## config.mk

```make
export PLATFORM = sky130hd
export DESIGN_NAME = instruction_fetch_flat
export DESIGN_NICKNAME = d
export VERILOG_FILES = /design/src/rtl/instruction_fetch_if.sv /design/src/rtl/instruction_fetch.sv /design/src/flat_wrapper.sv
export SDC_FILE = /design/constraint.sdc
export NUM_CORES = 1
export LEC_CHECK = 0
export ABC_AREA = 1
export CORE_ASPECT_RATIO = 0.6
export CORE_MARGIN = 2
export CORE_UTILIZATION = 51
export CTS_CLUSTER_SIZE = 16
export DETAILED_ROUTE_END_ITERATION = 8
export GPL_ROUTABILITY_DRIVEN = 0
export PLACE_DENSITY = 0.79
export SLEW_MARGIN = 20
export SYNTH_ARGS = -nofsm -noshare
export SYNTH_HDL_FRONTEND = slang
export SYNTH_SLANG_ARGS = --single-unit
```

## constraint.sdc

```tcl
create_clock -name clk -period 4.3 [get_ports clk]
set_clock_uncertainty 0.1 [all_clocks]
set_input_delay 0.43 -clock clk [delete_from_list [all_inputs] [get_ports clk]]
set_output_delay 0.43 -clock clk [all_outputs]
set_load 0.01 [all_outputs]
```

## src/rtl/instruction_fetch_if.sv

```systemverilog
// Bundle of the fetch stage's instruction-memory and decode-side signals.
//   master : the fetch stage (drives imem_req/imem_addr and the decode outputs)
//   slave  : the environment (memory returns imem_ack/imem_rdata, decode/execute
//            drive stall, redirect and redirect_pc)
// Memory handshake: imem_req/imem_addr are held stable from the cycle imem_req
// rises until the cycle imem_ack is high. imem_rdata is only meaningful while
// imem_ack is high, and that same cycle completes the request.
interface instruction_fetch_if;
  logic        imem_req;
  logic [15:0] imem_addr;
  logic        imem_ack;
  logic [23:0] imem_rdata;
  logic        stall;
  logic        redirect;
  logic [15:0] redirect_pc;
  logic [23:0] instruction;
  logic [15:0] pc_out;
  logic        valid;

  modport master (
    output imem_req, imem_addr, instruction, pc_out, valid,
    input  imem_ack, imem_rdata, stall, redirect, redirect_pc
  );

  modport slave (
    input  imem_req, imem_addr, instruction, pc_out, valid,
    output imem_ack, imem_rdata, stall, redirect, redirect_pc
  );
endinterface

```

## src/rtl/instruction_fetch.sv

```systemverilog
// Instruction fetch front end. Owns the PC, issues word reads to instruction
// memory, buffers returned {pc, instruction} pairs in a small FIFO and presents
// the FIFO head to decode. Redirects flush the buffer and restart fetch; a read
// already in flight at redirect time is drained and its data dropped (DISCARD).
// Ports:
//   clk, rst_n  : clock, asynchronous active-low reset
//   bus         : instruction_fetch_if.master (memory req/ack, decode outputs,
//                 stall, redirect, redirect_pc)
//   state_dbg   : 1 while in DISCARD, 0 in FETCH
module instruction_fetch #(
  parameter logic [15:0] RESET_PC   = 16'h0000,
  parameter int          FIFO_DEPTH = 2,
  parameter logic [23:0] NOP_INSTR  = 24'h000000
) (
  input  logic                       clk,
  input  logic                       rst_n,
  instruction_fetch_if.master        bus,
  output logic                       state_dbg
);
  localparam int PTR_W = $clog2(FIFO_DEPTH);
  localparam int CNT_W = PTR_W + 1;
  localparam logic [CNT_W-1:0] FULL = CNT_W'(FIFO_DEPTH);

  typedef enum logic {S_FETCH = 1'b0, S_DISCARD = 1'b1} state_t;

  state_t           state;
  logic [15:0]      pc;
  logic [15:0]      req_addr;
  logic             req;
  logic [PTR_W-1:0] wr_ptr;
  logic [PTR_W-1:0] rd_ptr;
  logic [CNT_W-1:0] count;
  logic [15:0]      fifo_pc    [FIFO_DEPTH];
  logic [23:0]      fifo_instr [FIFO_DEPTH];

  logic             push;
  logic             pop;
  logic             has_data;
  logic [CNT_W-1:0] count_n;
  logic [15:0]      pc_n;

  // Redirect overrides push and pop: whatever arrives or would be consumed in
  // the redirect cycle belongs to the abandoned path.
  always_comb begin
    has_data = (count != '0);
    push     = (state == S_FETCH) && req && bus.imem_ack && !bus.redirect;
    pop      = has_data && !bus.stall && !bus.redirect;
    count_n  = count;
    if (push && !pop)
      count_n = count + CNT_W'(1);
    else if (!push && pop)
      count_n = count - CNT_W'(1);
    pc_n = push ? pc + 16'd1 : pc;
  end

  always_ff @(posedge clk or negedge rst_n) begin
    if (!rst_n) begin
      state    <= S_FETCH;
      pc       <= RESET_PC;
      req_addr <= RESET_PC;
      req      <= 1'b0;
      wr_ptr   <= '0;
      rd_ptr   <= '0;
      count    <= '0;
    end else begin
      case (state)
        S_FETCH: begin
          if (bus.redirect) begin
            wr_ptr <= '0;
            rd_ptr <= '0;
            count  <= '0;
            pc     <= bus.redirect_pc;
            if (req && !bus.imem_ack) begin
              // Old read still in flight: keep it alive until acked, then drop it.
              state <= S_DISCARD;
            end else begin
              req      <= 1'b1;
              req_addr <= bus.redirect_pc;
            end
          end else begin
            if (push) wr_ptr <= wr_ptr + PTR_W'(1);
            if (pop)  rd_ptr <= rd_ptr + PTR_W'(1);
            count <= count_n;
            pc    <= pc_n;
            // A new request is only issued if the entry it will fill is free
            // after this edge; count cannot rise while it is outstanding.
            if (!req || bus.imem_ack) begin
              req      <= (count_n < FULL);
              req_addr <= pc_n;
            end
          end
        end
        S_DISCARD: begin
          if (bus.redirect) pc <= bus.redirect_pc;
          if (bus.imem_ack) begin
            state    <= S_FETCH;
            req      <= 1'b1;
            req_addr <= bus.redirect ? bus.redirect_pc : pc;
          end
        end
        default: state <= S_FETCH;
      endcase
    end
  end

  // Buffer storage needs no reset: entries are only read while count says valid.
  always_ff @(posedge clk) begin
    if (push) begin
      fifo_pc[wr_ptr]    <= req_addr;
      fifo_instr[wr_ptr] <= bus.imem_rdata;
    end
  end

  assign bus.imem_req    = req;
  assign bus.imem_addr   = req_addr;
  assign bus.valid       = has_data;
  assign bus.instruction = has_data ? fifo_instr[rd_ptr] : NOP_INSTR;
  assign bus.pc_out      = has_data ? fifo_pc[rd_ptr] : 16'h0000;
  assign state_dbg       = (state == S_DISCARD);
endmodule

```

## src/flat_wrapper.sv

```systemverilog
// flat-port wrapper written by rule: the top's interface ports become plain ports
module instruction_fetch_flat 
#(
  parameter logic [15:0] RESET_PC   = 16'h0000,
  parameter int          FIFO_DEPTH = 2,
  parameter logic [23:0] NOP_INSTR  = 24'h000000
)
  (clk, rst_n, state_dbg, bus_imem_req, bus_imem_addr, bus_instruction, bus_pc_out, bus_valid, bus_imem_ack, bus_imem_rdata, bus_stall, bus_redirect, bus_redirect_pc);
  instruction_fetch_if bus_i ();
  input  logic clk;
  input  logic rst_n;
  output logic state_dbg;
  output wire logic [$bits(bus_i.imem_req)-1:0] bus_imem_req;
  output wire logic [$bits(bus_i.imem_addr)-1:0] bus_imem_addr;
  output wire logic [$bits(bus_i.instruction)-1:0] bus_instruction;
  output wire logic [$bits(bus_i.pc_out)-1:0] bus_pc_out;
  output wire logic [$bits(bus_i.valid)-1:0] bus_valid;
  input wire logic [$bits(bus_i.imem_ack)-1:0] bus_imem_ack;
  input wire logic [$bits(bus_i.imem_rdata)-1:0] bus_imem_rdata;
  input wire logic [$bits(bus_i.stall)-1:0] bus_stall;
  input wire logic [$bits(bus_i.redirect)-1:0] bus_redirect;
  input wire logic [$bits(bus_i.redirect_pc)-1:0] bus_redirect_pc;
  assign bus_imem_req = bus_i.imem_req;
  assign bus_imem_addr = bus_i.imem_addr;
  assign bus_instruction = bus_i.instruction;
  assign bus_pc_out = bus_i.pc_out;
  assign bus_valid = bus_i.valid;
  assign bus_i.imem_ack = bus_imem_ack;
  assign bus_i.imem_rdata = bus_imem_rdata;
  assign bus_i.stall = bus_stall;
  assign bus_i.redirect = bus_redirect;
  assign bus_i.redirect_pc = bus_redirect_pc;
  instruction_fetch #(.RESET_PC(RESET_PC), .FIFO_DEPTH(FIFO_DEPTH), .NOP_INSTR(NOP_INSTR)) u_core (.clk(clk), .rst_n(rst_n), .bus(bus_i), .state_dbg(state_dbg));
endmodule
```

# == After elaboration in Yosys (flattened, before gate mapping) ==
# Memories as Yosys holds them, arrays and structs flattened.
# Index checks and enable logic that the tools add are counted.
# totals
reg_bits,38
mem_bits_rw,80
input_bits,45
word_cells,69
mem_count,2
# memory_table
name,depth,word_bits,read_ports,rd_clocked_by_memory_dff,write_ports,line,text
u_core.fifo_instr,2,24,1,0,1,instruction_fetch.sv:34,logic [23:0] fifo_instr [FIFO_DEPTH];
u_core.fifo_pc,2,16,1,0,1,instruction_fetch.sv:33,logic [15:0] fifo_pc [FIFO_DEPTH];
# op_classes
add_sub_neg,5
order_cmp,1
n_eq_ne,3
n_mux,29
n_bitwise,1
n_reduce_logical,21
# ops
cell,n
2-to-1 mux 16 bit,8
case mux 16 bit (2 select lines),2
2-to-1 mux 24 bit,1
adder 16 x 1 -> 16 bit (second input constant),1
2-to-1 mux 1 bit,13
logical AND 1 bit,8
zero test 1 bit,6
2-to-1 mux 2 bit,3
inequality test 3 bit (second input constant),2
nonzero test 2 bit,3
case mux 1 bit (2 select lines),2
AND reduction 2 bit,2
AND reduction 3 bit,1
adder 1 bit (second input constant),2
adder 2 x 1 -> 2 bit (second input constant),1
< comparator 2 bit (second input constant),1
inequality test 2 bit (second input constant),1
subtractor 2 x 1 -> 2 bit (second input constant),1
logical OR 1 bit,1
NOT 1 bit,1

# == Logic depth before layout (Yosys ltp) ==
# Gate-level depths: netlist of the first run.
# depth
depth_word,12
depth_mapped,10
ltp_nobuf,10

# == Least setup slack after synthesis of the first run ==
# Ideal clock, no wire load.
# synth_path
kind,register to register
from,reg u_core.state (netlist: u_core.state_dbg)
to,mem u_core.fifo_instr[0][0] (enable)
arrival_ns,2.555
t_required_ns,3.761
setup_slack_ns,1.206
stages_incl_launch_ff,6
cell_sequence,dfrtp_1 -> inv_2 -> nand2_4 -> nor2_4 -> inv_2 -> nor2_1
# synth_via
elab_chain_cells,6
# synth_lines
item,line,text
start: declaration,instruction_fetch.sv:26,state_t state;
start signal: assignment,instruction_fetch.sv:58,state <= S_FETCH;
start signal: assignment,instruction_fetch.sv:75,state <= S_DISCARD;
start signal: assignment,instruction_fetch.sv:96,state <= S_FETCH;
NOT 1 bit (no source line),-,
logical AND 1 bit (3 in a row),instruction_fetch.sv:46,push = (state == S_FETCH) && req && bus.imem_ack && !bus.redirect;
2-to-1 mux 1 bit,instruction_fetch.sv:108,if (push) begin
2-to-1 mux 1 bit (not written as such),instruction_fetch.sv:110,fifo_instr[wr_ptr] <= bus.imem_rdata;
end: declaration,instruction_fetch.sv:34,
# No other way between the ends.

# == Final worst setup path of the first run ==
# layout_path
from,reg u_core.count[0]
to,out bus_pc_out[8]
# layout_via
elab_chain_cells,2
# layout_lines
item,line,text
start: declaration,instruction_fetch.sv:32,logic [CNT_W-1:0] count;
start signal: assignment,instruction_fetch.sv:83,count <= count_n;
nonzero test 2 bit,instruction_fetch.sv:45,has_data = (count != '0);
2-to-1 mux 16 bit,instruction_fetch.sv:118,assign bus.pc_out = has_data ? fifo_pc[rd_ptr] : 16'h0000;
end: declaration,flat_wrapper.sv:16,output wire logic [$bits(bus_i.pc_out)-1:0] bus_pc_out;
# No other way between the ends.

==> flow_summary.json, run 1 <==
{
  "status": "completed",
  "rows": 27,
  "synth_nets": 521,
  "insertion_delay_ps": 400,
  "h-tree-depth": 4,
  "seqCellArea_mm2": 0.00335,
  "final_max_slew_viol_count": 0,
  "swShare": 0.270,
  "crit_top_cell": "inv_1",
  "p_leak_nw": 2.77,
  "wl_per_cell_um": 16.5,
  "n_antenna_cell": 0,
  "rr_worst_depth": 6,
  "switching_power_w": 0.000968,
  "hold_viol": 0,
  "hpwl_mm": 7.91,
  "p_seq_frac": 0.391,
  "final_area_mm2": 0.00676,
  "max_freq_mhz": 298,
  "rrSetupSlack_ps": 1980,
  "cp-start-kind": "register",
  "root_buffer": "clkbuf_16",
  "crit_path_cell_trace": "inv_1, ha_1, inv_1, o21ai_0, nor2_1, clkdlybuf4s50_1",
  "cp_slowest_cell": "inv_1",
  "die_w_um": 132,
  "cp.arrival_ps": 2830,
  "hold_class": "in2async",
  "place_inst": 694,
  "synth_area_mm2": 0.00499,
  "tightest_slew_ps": 1020,
  "cp_max_fo": 41,
  "p_per_area_mw_per_mm2": 531,
  "numCtsBuffers": 17,
  "die_h_um": 80.6,
  "maxSlewHeadroom": 0.317,
  "preCtsSetupSlack_ps": 1300,
  "peakVddDrop_v": 0.000342,
  "clock_sinks": 118,
  "portBuffers": 103,
  "cts_resized": 0,
  "avgSynthCellArea_um2": 10.5,
  "worstSetupPathType": "reg2out",
  "setup_tns_ps": 0,
  "cts_tree": "done",
  "timing.hold.ws_ps": 37.3,
  "grt_setup_unrepaired": "false",
  "synthCells": 474,
  "power_frac_clock": 0.395,
  "crit_required_ps": 3770,
  "post_cts_buffers": 0,
  "final_common_cell": "clkdlybuf4s50_1",
  "area_growth_pct": 35.3,
  "antenna_found_initial": 0,
  "multi_input_area_mm2": 0.00146,
  "finalNetCount": 630,
  "combPwrFrac": 0.214,
  "period_needed_ps": 3360,
  "dr.pass1.iters": 5,
  "regToRegStartpoint": "u_core.state_dbg",
  "fin_ws_ps": 944,
  "drt_iter0_drc": 291,
  "r2r-end": "u_core.fifo_pc[0][15]",
  "via_per_inst": 5.29,
  "wl_mm": 12.0,
  "grt_start_max_net_pins": 42,
  "core-area_mm2": 0.00936,
  "postCtsHoldBufs": 0,
  "synthArstFlopShare": 0.322,
  "drv_cap": 0,
  "ys_ff_latch": 118,
  "grt_pass1_wl_mm": 19.5,
  "ant_nets": 0,
  "mostFrequentLayoutCells": "clkdlybuf4s50_1 (102), nor2_1 (101), nand2_1 (100)",
  "io_pins": 104,
  "max_stage_delay_ps": 750,
  "initial_utilization": 0.533,
  "ys_warn_count": 0,
  "cts.clk_slew.worst_paths_ps": 50,
  "grt_overflow_total": 0,
  "seq_area_frac_synth": 0.672,
  "grt_use_total": 0.243,
  "crit_path_end_kind": "output port",
  "clock_path_buffers": 2,
  "drive_above_1_share": 0.102,
  "die_area_mm2": 0.0106,
  "grt_pass1_vias": 3888,
  "setup_viol": 0,
  "power.internal_w": 0.00262,
  "synth_edf_count": 80,
  "placed_area_mm2": 0.00615,
  "synth_cell_types": 31,
  "via_count": 3838,
  "fin_crit_sh": 0.780,
  "fin_cells": 726,
  "crit_start": "u_core.count[0]",
  "route.detailed.drc": 0,
  "setup.worst_path.end": "bus_pc_out[8]",
  "synth_flop_cell": "edfxtp_1",
  "fillCellCount": 662
}
==> cells by family (layout without fill, tap and decap cells) <==
kind of cell	after synthesis	after routing	synth area share
buf+inv	48	170	0.0393
compound gates	65	65	0.0752
fa+ha+maj	2	2	0.00501
mux	1	1	0.00201
flops	118	118	0.672
simple gates	240	240	0.207
==> synth_stat cells (2+ instances only) <==
library cell  count  area (um2)
inv_1            26        97.6
nand3_1          16        80.1
clkbuf_1         13        48.8
buf_2             4        20.0
inv_2             4        15.0
edfxtp_1         80        2400
nand2_1         100         375
nor2_4            3        33.8
nor3_1            3        15.0
nand4_1           7        43.8
ha_1              2        25.0
nor2_1          103         387
o21ai_2           6        52.6
nand2_4           2        22.5
o21ai_0          45         225
o21ai_1           3        15.0
a21oi_1           6        30.0
dfrtp_1          38         951
==> power by group through the flow <==
| stage | sequential (W) | combinational (W) | clock [W] |
|---|---|---|---|
| floorplan | 0.00141 | 0.000354 | 0 |
| global placement | 0.00141 | 0.000746 | 0 |
| detailed placement | 0.00142 | 0.000764 | 0 |
| CTS | 0.00140 | 0.000771 | 0.00143 |
| global route | 0.00141 | 0.000841 | 0.00149 |
| finish | 0.00140 | 0.000767 | 0.00142 |
==> metrics by stage <==
stage	power (W)	util
floorplan	0.00177	-
global placement	0.00216	0.657
detailed placement	0.00218	0.657
CTS	0.00360	0.722
global route	0.00374	0.722
finish	0.00359	0.722
==> worst min path at each step <==
stage                                    end  slack [ps]           from  depth (start not counted)
floorplan            u_core.bus.imem_addr[0]          30          rst_n                          0
global placement               u_core.pc[15]         370  u_core.pc[15]                          1
detailed placement             u_core.pc[15]         390  u_core.pc[15]                          1
CTS                 u_core.bus.imem_addr[12]          60          rst_n                          1
global route        u_core.bus.imem_addr[14]         100          rst_n                          1
finish              u_core.bus.imem_addr[12]          40          rst_n                          1
==> routing by layer <==
metal | vias up | GRT usage | share of wire | routed length, um
li1 | 1804 | - | - | -
met1 | 1861 | 0.329 | 0.46 | 5470
met3 | 8 | 0.0732 | 0.077 | 917
met2 | 165 | 0.380 | 0.46 | 5510
met5 | - | 0 | 0 | 0
met4 | 0 | 0.0783 | 0.0073 | 88
==> cell type report <==
type | instances | share of cell area
flip-flops and latches | 118 | 0.496
multi-input cells | 308 | 0.216
inverters | 30 | 0.0167
clock inverters | 8 | 0.0137
repair buffers | 108 | 0.157
clock buffers | 24 | 0.0761
well taps | 130 | 0.0241
==> critical path, delay by kind of cell, from the launching register on <==
kind | cells | cell delay (ps)
buffers and inverters | 3 | 1400
and+or+nand+nor | 1 | 180
adders and majority gates | 1 | 240
AOI/OAI and AO/OA | 1 | 290
DFF | 1 | 310
==> state kept, by name (all words and copies together), names as in the netlist <==
signal                flops
u_core.fifo_pc           32
u_core.state_dbg          1
u_core.wr_ptr             1
u_core.pc                16
u_core.bus.imem_addr     16
u_core.bus.imem_req       1
u_core.rd_ptr             1
u_core.count              2
u_core.fifo_instr        48
No activity file was read; power rests on OpenSTA's default activity.
==> run 2: changes to the inputs <==
==> constraint.sdc (replaced) <==
create_clock -name clk -period 3.24 [get_ports clk]
set_clock_uncertainty 0.1 [all_clocks]
set_input_delay 0.324 -clock clk [delete_from_list [all_inputs] [get_ports clk]]
set_output_delay 0.324 -clock clk [all_outputs]
set_load 0.01 [all_outputs]
==> run 2 against run 1 <==
Global-route usage is 0.83 points lower; cell count grew 0.55%; die area is the same; worst hold slack better by 330 ps; flip-flop and latch count stayed put; combinational power up 34%; largest power group unchanged; highest routed layer unchanged.
==> flow_summary.json, run 2 (same netlist as run 1, synthesis figures left out) <==
{
  "power_frac_clock": 0.409,
  "grt_use_total": 0.234,
  "die_area_mm2": 0.0106,
  "wl_per_cell_um": 16.0,
  "mostFrequentLayoutCells": "clkdlybuf4s50_1 (102), nor2_1 (101), nand2_1 (100)",
  "area_growth_pct": 36.6,
  "grt_pass1_vias": 3785,
  "portBuffers": 103,
  "cp_top_family": "buffers and inverters",
  "cp_slowest_cell": "clkdlybuf4s50_1",
  "post_cts_buffers": 0,
  "max_stage_delay_ps": 560,
  "period_needed_ps": 2990,
  "die_w_um": 132,
  "tightest_slew_ps": 890,
  "timing.hold.ws_ps": 372,
  "via_count": 3824,
  "gr-usage-met3": 0.0833,
  "final_common_cell": "clkdlybuf4s50_1",
  "crit_path_cell_trace": "inv_1, ha_1, inv_1, buf_4, o21ai_0, nor2_1, clkdlybuf4s50_1",
  "core-area_mm2": 0.00936,
  "power.internal_w": 0.00358,
  "switching_power_w": 0.00130,
  "clock_sinks": 118,
  "cp.arrival_ps": 2570,
  "hold_viol": 0,
  "crit_cells": 7,
  "clock_path_buffers": 2,
  "grt_overflow_total": 0,
  "status": "completed",
  "drt_iter0_drc": 237,
  "met2_usage": 0.365,
  "top_regs": "u_core.fifo_instr x48, u_core.fifo_pc x32",
  "root_buffer": "clkbuf_16",
  "cp_max_fo": 25,
  "setup_tns_ps": 0,
  "antenna_found_initial": 0,
  "worstPathBufferInverterCount": 4,
  "p_seq_frac": 0.380,
  "crit_required_ps": 2820,
  "swShare": 0.267,
  "hold_start": "u_core.pc[15]",
  "p_leak_nw": 2.80,
  "regMostFlops": "u_core.fifo_instr",
  "regToRegStartpoint": "u_core.state_dbg",
  "drive_above_1_share": 0.110,
  "maxSlewHeadroom": 0.407,
  "io_pins": 104,
  "fin_crit_sh": 0.923,
  "min_path_cells": 1,
  "grt_pass1_wl_mm": 18.7,
  "worstSetupPathType": "reg2out",
  "numCtsBuffers": 17,
  "ant_nets": 0,
  "crit_path_end_kind": "output port",
  "dr.pass1.iters": 7,
  "max_freq_mhz": 334,
  "grt.met1_usage": 0.316,
  "setup_viol": 0,
  "busiest_layer": "met2",
  "rr_worst_depth": 4,
  "cts.clk_slew.worst_paths_ps": 50,
  "via_per_inst": 5.24,
  "largest_reg_flops": 48,
  "p_per_area_mw_per_mm2": 716,
  "crit_top_cell": "inv_1",
  "grt_start_max_net_pins": 42,
  "die_h_um": 80.6,
  "crit_start": "u_core.count[0]",
  "h-tree-depth": 4,
  "combPwrFrac": 0.211,
  "finalNetCount": 634,
  "grt_setup_unrepaired": "false",
  "cts_resized": 0,
  "cts_tree": "done",
  "initial_utilization": 0.533,
  "cp-start-kind": "register",
  "drv_cap": 0,
  "hpwl_mm": 7.78,
  "route.detailed.drc": 0,
  "insertion_delay_ps": 400,
  "rows": 27,
  "postCtsHoldBufs": 1,
  "n_antenna_cell": 0,
  "peakVddDrop_v": 0.000470,
  "hold_class": "reg2reg",
  "wl_mm": 11.7,
  "final_max_slew_viol_count": 0
}
run 2: cell types whose count changed in the layout (fill, tap and decap cells not counted), sizes merged:
cell / before / now
clkbuf: 24 / 17
buf: 6 / 9
bufinv: 2 / 5
clkinv: 5 / 7
clkinvlp: 1 / 3
dlygate4sd3: 0 / 1
run 2: power groups by stage:
stage | sequential (W) | clock (W) | combinational, W
after floorplan | 0.00188 | 0 | 0.000469
after global placement | 0.00187 | 0 | 0.000994
after detailed placement | 0.00188 | 0 | 0.00102
after CTS | 0.00185 | 0.00201 | 0.00104
after global routing | 0.00187 | 0.00210 | 0.00113
final | 0.00185 | 0.00200 | 0.00103
run 2: stage by stage:
| step | util | total power [W] | cell area, um2 | cells | worst slack [ps] |
|---|---|---|---|---|---|
| after global routing | 0.729 | 0.00509 | 6820 | 730 | 82.0 |
| after floorplan | - | 0.00235 | 4990 | 474 | 146 |
| final | 0.729 | 0.00488 | 6820 | 730 | 250 |
| after global placement | 0.660 | 0.00287 | 6170 | 697 | 783 |
| after detailed placement | 0.660 | 0.00290 | 6170 | 697 | 703 |
| after CTS | 0.729 | 0.00490 | 6820 | 730 | 226 |
run 2: area by class of cell:
type | count | area [um2]
tap | 130 | 163
timing repair buffer | 112 | 1100
fill | 630 | 2540
inverter | 30 | 113
clock inverter | 15 | 210
clock buffer | 17 | 425
sequential | 118 | 3350
multi-input combinational | 308 | 1460
run 2: final timing paths:
| kind | slack [ps] | endpoint |
|---|---|---|
| max | 250 | bus_instruction[2] |
| min | 370 | u_core.pc[15] |
| max reg2reg | 1260 | u_core.bus.imem_addr[2] |
| min reg2reg | 370 | u_core.pc[15] |
| max in group asynchronous | 1980 | u_core.bus.imem_addr[15] |
| min in group asynchronous | 490 | u_core.bus.imem_addr[13] |
run 2: routing by layer:
layer  up-vias  part of all wire  wire [um]
met1      1821              0.46       5310
met2       171              0.46       5310
met3        12             0.082        961
li1       1820                 -          -
met5         -                 0          0
met4         0            0.0055         64
